### src/rtl/alu_cmd_issuer.sv
// Command issuer for a combinational ALU: registers an operation onto the ALU inputs and waits a per-opcode settle time.
// It then captures the ALU result and flags into a held response. Define ALU_OPCHECK_EN to reject opcodes above 5 with rsp_err.
module alu_cmd_issuer #(
    parameter int WIDTH    = 128,
    parameter int SHIFT_W  = 5,
    parameter int BASE_LAT = 1,
    parameter int MUL_LAT  = 3
) (
    input  logic               clk,
    input  logic               rst_n,
    input  logic               cmd_valid,
    output logic               cmd_ready,
    input  logic [3:0]         cmd_opcode,
    input  logic [WIDTH-1:0]   cmd_a,
    input  logic [WIDTH-1:0]   cmd_b,
    input  logic [SHIFT_W-1:0] cmd_shamt,
    output logic [3:0]         alu_opcode,
    output logic [WIDTH-1:0]   alu_input1,
    output logic [WIDTH-1:0]   alu_input2,
    output logic [SHIFT_W-1:0] alu_shift,
    input  logic [WIDTH-1:0]   alu_result,
    input  logic               alu_carry,
    input  logic               alu_ovf,
    output logic               rsp_valid,
    input  logic               rsp_ready,
    output logic [WIDTH-1:0]   rsp_result,
    output logic               rsp_carry,
    output logic               rsp_zero,
    output logic               rsp_ovf,
    output logic               rsp_err
);

    localparam int MAX_LAT = (MUL_LAT > BASE_LAT) ? MUL_LAT : BASE_LAT;
    localparam int CNT_W   = $clog2(MAX_LAT + 1);
    localparam logic [3:0] OP_SUB = 4'd1;
    localparam logic [3:0] OP_MUL = 4'd5;

    typedef enum logic [1:0] {S_IDLE, S_WAIT, S_RESP} state_t;

    state_t             state_q, state_d;
    logic [CNT_W-1:0]   cnt_q, cnt_d;
    logic [3:0]         alu_opcode_q, alu_opcode_d;
    logic [WIDTH-1:0]   alu_input1_q, alu_input1_d;
    logic [WIDTH-1:0]   alu_input2_q, alu_input2_d;
    logic [SHIFT_W-1:0] alu_shift_q, alu_shift_d;
    logic               rsp_valid_q, rsp_valid_d;
    logic [WIDTH-1:0]   rsp_result_q, rsp_result_d;
    logic               rsp_carry_q, rsp_carry_d;
    logic               rsp_zero_q, rsp_zero_d;
    logic               rsp_ovf_q, rsp_ovf_d;
    logic               rsp_err_q, rsp_err_d;
    logic               cmd_illegal;
    logic               flags_kept;

`ifdef ALU_OPCHECK_EN
    assign cmd_illegal = (cmd_opcode > OP_MUL);
`else
    assign cmd_illegal = 1'b0;
`endif

    assign cmd_ready  = (state_q == S_IDLE);
    // Only ADD and SUB produce meaningful carry/overflow; anything else reports them clear.
    assign flags_kept = (alu_opcode_q <= OP_SUB);

    always_comb begin
        state_d      = state_q;
        cnt_d        = cnt_q;
        alu_opcode_d = alu_opcode_q;
        alu_input1_d = alu_input1_q;
        alu_input2_d = alu_input2_q;
        alu_shift_d  = alu_shift_q;
        rsp_valid_d  = rsp_valid_q;
        rsp_result_d = rsp_result_q;
        rsp_carry_d  = rsp_carry_q;
        rsp_zero_d   = rsp_zero_q;
        rsp_ovf_d    = rsp_ovf_q;
        rsp_err_d    = rsp_err_q;
        case (state_q)
            S_IDLE: begin
                if (cmd_valid) begin
                    if (cmd_illegal) begin
                        // Rejected opcode never reaches the ALU; answer immediately.
                        state_d      = S_RESP;
                        rsp_valid_d  = 1'b1;
                        rsp_result_d = '0;
                        rsp_carry_d  = 1'b0;
                        rsp_zero_d   = 1'b1;
                        rsp_ovf_d    = 1'b0;
                        rsp_err_d    = 1'b1;
                    end else begin
                        state_d      = S_WAIT;
                        alu_opcode_d = cmd_opcode;
                        alu_input1_d = cmd_a;
                        alu_input2_d = cmd_b;
                        alu_shift_d  = cmd_shamt;
                        cnt_d        = (cmd_opcode == OP_MUL) ? CNT_W'(MUL_LAT - 1)
                                                              : CNT_W'(BASE_LAT - 1);
                    end
                end
            end
            S_WAIT: begin
                if (cnt_q == '0) begin
                    state_d      = S_RESP;
                    rsp_valid_d  = 1'b1;
                    rsp_result_d = alu_result;
                    rsp_carry_d  = flags_kept & alu_carry;
                    rsp_ovf_d    = flags_kept & alu_ovf;
                    rsp_zero_d   = (alu_result == '0);
                    rsp_err_d    = 1'b0;
                end else begin
                    cnt_d = cnt_q - 1'b1;
                end
            end
            S_RESP: begin
                if (rsp_ready) begin
                    state_d     = S_IDLE;
                    rsp_valid_d = 1'b0;
                end
            end
            default: state_d = S_IDLE;
        endcase
    end

    always_ff @(posedge clk or negedge rst_n) begin
        if (!rst_n) begin
            state_q      <= S_IDLE;
            cnt_q        <= '0;
            alu_opcode_q <= '0;
            alu_input1_q <= '0;
            alu_input2_q <= '0;
            alu_shift_q  <= '0;
            rsp_valid_q  <= 1'b0;
            rsp_result_q <= '0;
            rsp_carry_q  <= 1'b0;
            rsp_zero_q   <= 1'b0;
            rsp_ovf_q    <= 1'b0;
            rsp_err_q    <= 1'b0;
        end else begin
            state_q      <= state_d;
            cnt_q        <= cnt_d;
            alu_opcode_q <= alu_opcode_d;
            alu_input1_q <= alu_input1_d;
            alu_input2_q <= alu_input2_d;
            alu_shift_q  <= alu_shift_d;
            rsp_valid_q  <= rsp_valid_d;
            rsp_result_q <= rsp_result_d;
            rsp_carry_q  <= rsp_carry_d;
            rsp_zero_q   <= rsp_zero_d;
            rsp_ovf_q    <= rsp_ovf_d;
            rsp_err_q    <= rsp_err_d;
        end
    end

    assign alu_opcode = alu_opcode_q;
    assign alu_input1 = alu_input1_q;
    assign alu_input2 = alu_input2_q;
    assign alu_shift  = alu_shift_q;
    assign rsp_valid  = rsp_valid_q;
    assign rsp_result = rsp_result_q;
    assign rsp_carry  = rsp_carry_q;
    assign rsp_zero   = rsp_zero_q;
    assign rsp_ovf    = rsp_ovf_q;
    assign rsp_err    = rsp_err_q;

endmodule

### config.mk
export PLATFORM = sky130hd
export DESIGN_NAME = alu_cmd_issuer
export DESIGN_NICKNAME = d
export VERILOG_FILES = /design/src/rtl/alu_cmd_issuer.sv
export SDC_FILE = /design/constraint.sdc
export NUM_CORES = 1
export LEC_CHECK = 0
export ABC_CLOCK_PERIOD_IN_PS = 1500
export BUFFER_PORTS_ARGS = -buffer_cell sky130_fd_sc_hd__buf_4
export CORE_AREA = 2 2 310 312
export CTS_CLUSTER_DIAMETER = 100
export DETAILED_ROUTE_END_ITERATION = 10
export DIE_AREA = 0 0 312 314
export SLEW_MARGIN = 20
export SYNTH_ARGS = -nofsm -noshare
export SYNTH_HDL_FRONTEND = slang
export SYNTH_SLANG_ARGS = --single-unit
### constraint.sdc
create_clock -name clk -period 1.5 [get_ports clk]
set_input_delay 0.15 -clock clk [delete_from_list [all_inputs] [get_ports clk]]
set_output_delay 0.15 -clock clk [all_outputs]
set_load 0.02 [all_outputs]
## Yosys cells after proc, flatten, opt, wreduce, memory -nomap -nowiden

Index checks and enable logic that the tools add are counted.
Widths: inputs -> output; s select.

- Add/subtract/negate cells: 1
- $lt $le $gt $ge: 1
- Equal/unequal tests: 7
- Mux-type cells: 11
- Bitwise gates (word level): 2
- Reductions and logical operators: 10

Operators with widths:

| operator | number |
|---|---|
| $logic_not 128->1 | 1 |
| $mux 2 | 6 |
| $reduce_and 3->1 | 3 |
| $ne 2x2->1 const B | 4 |
| $pmux 2 s3 | 1 |
| $eq 4x3->1 const B | 1 |
| $le 4x1->1 const B | 1 |
| $logic_not 2->1 | 2 |
| $pmux 2 s2 | 1 |
| $reduce_and 2->1 | 2 |
| $reduce_bool 2->1 | 2 |
| $and 1x1->1 | 2 |
| $eq 2x1->1 const B | 1 |
| $eq 2x2->1 const B | 1 |
| $mux 1 | 2 |
| $pmux 1 s2 | 1 |
| $sub 2x1->2 const B | 1 |

- Flip-flop bits (word level): 401
- Input bits: 399
- Output and inout port bits: 399
- Word-level logic and storage cells: 43

## Logic depth before layout (Yosys ltp)

- Depth after elaboration: 4
- Depth in mapped cells: 7
- Depth with buffers taken out: 5

## Least setup slack after synthesis

OpenSTA, ideal clock, no wires.

- Path type: reg2reg
- Start point: register state_q[1]
- End point: register alu_input1_q[38], in the netlist alu_input1[38]
- Library setup time: 0.125 ns
- Arrival: 1.634 ns
- Data required time: 1.375 ns
- Slack: -0.259 ns
- Stages on the path, launching flop included: 7
- Buffers on the path: 3
- Clock period less this slack: 1.759 ns
- Cells stage by stage: dfrtp_1 > nor2_1 > and2_1 > buf_6 > buf_6 > buf_6 > mux2_4

- Word-level cells in the longest chain between the ends: 2

RTL lines:

| element | RTL line | text |
|---|---|---|
| from (decl) | 40 | `state_t state_q, state_d;` |
| from (signal assigned) | 139 | `state_q <= state_d;` |
| $logic_not 2->1 | -- |  |
| named net cmd_ready | 12 | `output logic cmd_ready,` |
| $reduce_and 2->1 (no line) | -- |  |
| to (signal assigned) | 142 | `alu_input1_q <= alu_input1_d;` |
| to (decl) | 43 | `logic [WIDTH-1:0] alu_input1_q, alu_input1_d;` |

The timed path passes the listed nets, and every way through them passes these cells.
A chain may end at the register's enable or synchronous reset.

## Final worst setup path

- Start point: register state_q[1]
- End point: register rsp_result_q[79], in the netlist rsp_result[79]

- Word-level cells in the longest chain between the ends: 2

RTL lines:

| element | RTL line | text |
|---|---|---|
| $eq 2x1->1 | 78 | `case (state_q)` |
| $reduce_and 2->1 (no line) | -- |  |
| to (signal assigned) | 146 | `rsp_result_q <= rsp_result_d;` |
| to (decl) | 47 | `logic [WIDTH-1:0] rsp_result_q, rsp_result_d;` |

Every way passes these cells.

==> Implementation_results.wiki <==
{| class="wikitable"
! Metric !! Value
|-
| Flip-flop and latch area || 10000 um^2
|-
| Post-synthesis share of cell area spent on and, or, nand and nor gates || 0.0200
|-
| XOR/XNOR share of the synthesized area || 0
|-
| Async SR Flop Fraction || 1.00
|-
| RSZ-0062 raised after global routing || true
|-
| Most numerous cell in the Yosys netlist || sky130_fd_sc_hd__dfrtp_1
|-
| Post-layout util || 0.325
|-
| Horizontal die dimension || 312 um
|-
| Dominant combinational cell family by area after synthesis || multiplexers
|-
| Number of storage elements in the synthesis netlist || 401
|-
| Worst-case setup margin in the final layout || -0.192 ns
|-
| Complex-gate fraction of the synthesized area || 0.00400
|-
| Detailed-route wire length || 67800 um
|-
| Antenna Nets Post-Route || 0
|-
| Proportion of power drawn by the clock network || 0.178
|-
| Total negative setup slack || -50.78 ns
|-
| Starting density of the core || 0.172
|-
| Fmax || 591 MHz
|-
| Cell-internal power || 41.8 mW
|-
| Global-route wire length before repair || 94700 um
|-
| Summed instance area of the synthesized netlist || 16300 um^2
|-
| Number of pins with negative max-slew slack in the final report || 0
|-
| Total number of placement rows || 113
|-
| PwrDens || 2140 nW/um^2
|-
| Count of H-tree levels built during CTS || 2
|-
| Switching part of the total power || 0.366
|-
| DR DRC count || 0
|-
| Failing checks || negative setup slack
|-
| Cell taking the most area after synthesis || sky130_fd_sc_hd__dfrtp_1
|-
| Vias in the first global route || 14457
|-
| Total area of multi-input combinational cells || 6060 um^2
|-
| Number of nets in the synthesized netlist || 1309
|-
| Input/output buffers || 796
|-
| Total net switching power || 24.1 mW
|-
| Weighted congestion reported at the end of routability-driven placement || 0.846
|-
| Number of placed cells counting well taps || 3010
|-
| Maximum single-stage delay on the critical path || 0.41 ns
|-
| Synth cell types || 27
|-
| HPWL reported at the end of detailed placement || 48200 um
|-
| Largest net degree at the start of global routing || 64
|-
| CTS clock-pin slew for the worst setup and hold paths || 0.06 ns
|-
| CP required || 1.96 ns
|-
| Status || finished, violations left
|-
| Fill cell total of the finished layout || 9122
|-
| Boundary pin count || 798
|-
| Startpoint kind of the worst setup timing path || flop
|-
| Top_reg_cell synth || sky130_fd_sc_hd__dfrtp_1
|-
| Most common library cells after synthesis || sky130_fd_sc_hd__dfrtp_1, sky130_fd_sc_hd__mux2_4, sky130_fd_sc_hd__mux2_2, sky130_fd_sc_hd__mux2_1, sky130_fd_sc_hd__nor4_1
|-
| Die Y-Extent || 314 um
|-
| Routed wirelength normalized by instance count || 19.3 um
|-
| Part of the cycle the worst path needs || 1.13
|-
| Sum of overflow across all layers after global routing || 0
|-
| Depth of the worst register-to-register path || 6
|-
| Number of clock sinks seen by CTS || 401
|-
| Count of flip-flops with a built-in enable after synthesis || 0
|-
| WS Path Type || reg2reg
|-
| CTS root buffer || sky130_fd_sc_hd__clkbuf_16
|-
| Avg Cell Area, Syn || 17.9 um^2
|-
| GRT Util Overall || 0.128
|-
| Overall via count from detail_route || 13080
|-
| Fin. Hold Viols || 0
|-
| Static leakage || 14.6 nW
|-
| Final worst path period need || 1.69 ns
|-
| Per-cell via count in the routed design || 3.72
|-
| Number of instances in the synthesized netlist || 909
|-
| Proportion of synthesized chip area in sequential cells || 0.617
|-
| Placeable core region || 94400 um^2
|-
| WP data arrival || 2.15 ns
|-
| CTS buffer count || 47
|-
| Die ar. || 98000 um^2
|-
| Classification of the worst-slack hold path || in2async
|-
| Final-report setup violation count || 395
|-
| Largest cells by area after synthesis || sky130_fd_sc_hd__dfrtp_1, sky130_fd_sc_hd__mux2_4, sky130_fd_sc_hd__mux2_2
|-
| Clock tree from TritonCTS || yes
|-
| Final cell count without fillers || 3516
|-
| Initial antenna violation count || 5
|-
| Peak supply drop || 1.12 mV
|-
| Worst-skew pair later-pin latency || 0.59 ns
|-
| Maximum Capacitance Violations || 0
|-
| Cell with the biggest individual delay on the critical path || sky130_fd_sc_hd__dfrtp_1
|-
| Ratio of cells with drive above 1 in the final layout || 0.600
|-
| Maximum buffer depth of the clock tree || 3
|-
| Synthesized-area fraction occupied by adder cells || 0.000769
|-
| DR iter-0 viols || 538
|-
| Cell Chain, Critical Path || buf_4 -> nand3b_1 -> buf_6 -> buf_12 -> clkbuf_16 -> mux2_1
|-
| Maximum fanout along the worst path || 8
|-
| Multiplexer share of the synthesized area || 0.330
|-
| Power share of the combinational group || 0.517
|-
| Portion of total power attributed to sequential cells || 0.305
|-
| Area grow syn2layout || 88.8%
|-
| Worst-case clock skew || 0.0264 ns
|-
| TritonRoute pass-1 iters || 4
|-
| Synth warnings || 0
|-
| Number of nets in the finished design || 2613
|-
| Post-synth top area share || 0.617
|-
| Type of element capturing the critical path || flop
|}
[routing by layer]
| metal | share of wire | wire length [um] | up-vias | track usage |
|---|---|---|---|---|
| met2 | 0.52 | 35500 | 535 | 0.233 |
| met4 | 0.029 | 1950 | 2 | 0.0436 |
| met3 | 0.076 | 5180 | 97 | 0.0441 |
| met5 | 0.00012 | 8 | - | 0 |
| li1 | - | - | 5888 | - |
| met1 | 0.37 | 25100 | 6558 | 0.139 |
[final timing paths]
check | start | to | slack, ns
worst min-delay path | rst_n | rsp_result[75]$_DFFE_PN0P_ | 0.06
worst max register to register | state_q[1]$_DFFE_PN0P_ | rsp_result[79]$_DFFE_PN0P_ | -0.19
max in group asynchronous | rst_n | alu_input2[41]$_DFFE_PN0P_ | 0.71
worst min register to register | rsp_result[112]$_DFFE_PN0P_ | rsp_result[112]$_DFFE_PN0P_ | 0.49
min in group clk | alu_result[45] | rsp_zero$_DFFE_PN0P_ | 0.26
worst max-delay path | state_q[1]$_DFFE_PN0P_ | rsp_result[79]$_DFFE_PN0P_ | -0.19
[layout by cell type (no fill, tap or decap), types with 8 or more instances in the layout]
cell type | synthesis | final
sky130_fd_sc_hd__nor4_1 | 34 | 28
sky130_fd_sc_hd__dlygate4sd3_1 | 0 | 397
sky130_fd_sc_hd__clkbuf_8 | 0 | 9
sky130_fd_sc_hd__mux2_2 | 87 | 56
sky130_fd_sc_hd__mux2_4 | 250 | 302
sky130_fd_sc_hd__clkinv_2 | 0 | 10
sky130_fd_sc_hd__buf_4 | 7 | 844
sky130_fd_sc_hd__clkbuf_1 | 0 | 8
sky130_fd_sc_hd__buf_8 | 2 | 9
sky130_fd_sc_hd__clkbuf_16 | 0 | 60
sky130_fd_sc_hd__buf_6 | 27 | 15
sky130_fd_sc_hd__buf_12 | 0 | 16
sky130_fd_sc_hd__mux2_1 | 57 | 36
sky130_fd_sc_hd__dfrtp_1 | 401 | 401
[power groups by stage]
stage                     registers (mW)  logic [mW]  clock network [mW]
after global placement              20.0        31.2                   0
after floorplan                     26.2        11.1                   0
after global routing                20.7        35.7                12.5
after CTS                           20.0        32.6                12.2
after detailed placement            19.9        31.5                   0
final                               20.1        34.1                11.7
[flip-flops by register name (all words and copies together), names as in the netlist]
register    flops
alu_opcode      4
rsp_valid       1
alu_input2    128
alu_input1    128
state_q         2
rsp_carry       1
rsp_result    128
alu_shift       5
rsp_ovf         1
rsp_zero        1
cnt_q           2
[through the flow]
stage / hold WS [ns] / total power, mW / instance area [um^2] / worst slack, ns
3_5_place_dp: 0.0608 / 51.4 / 24400 / -0.399
3_3_place_gp: 0.0667 / 51.2 / 24400 / -0.457
6_report: 0.0597 / 65.8 / 30700 / -0.192
2_1_floorplan: -0.146 / 37.2 / 16400 / -0.0936
4_1_cts: 0.00845 / 64.7 / 30000 / -0.176
5_1_grt: 0.0322 / 68.9 / 30700 / -0.232
[worst max-delay path: cells and delay by family, from the launching register on]
kind / cells / cell delay (ns)
buffers and inverters: 4 / 0.66
multiplexers: 1 / 0.30
flip-flops: 1 / 0.41
AND/OR/NAND/NOR: 1 / 0.16
[layout make-up]
type / count / share of cell area
Timing Repair Buffer: 1301 / 0.373
Clock buffer: 64 / 0.0433
Clock inverter: 17 / 0.00705
Inverter: 3 / 0.000367
Tap cell: 1265 / 0.0516
Sequential cell: 401 / 0.327
Antenna cell: 6 / 0.000489
Multi-Input combinational cell: 459 / 0.197
[timing repair]
| item | 4_1_cts | 5_1_grt |
|---|---|---|
| gates resized for setup | 14 | 68 |
| endpoints found under the setup margin | 386 | 400 |
| endpoints found under the hold margin | 798 | 0 |
| buffers inserted | 4 | 2 |
| pin swaps | 0 | 3 |
| cloned | 0 | 16 |
| hold buffers | 397 | 0 |
[cell families (layout without fill, tap and decap cells)]
family,after synthesis,in the layout
flip-flops,401,401
multiplexers,394,394
AND/OR/NAND/NOR,53,53
buffers and inverters,49,1385
AO/OA/AOI/OAI,10,10
adder cells (fa/ha/maj),1,1
other,1,7
No activity file was read; power rests on OpenSTA's default activity.
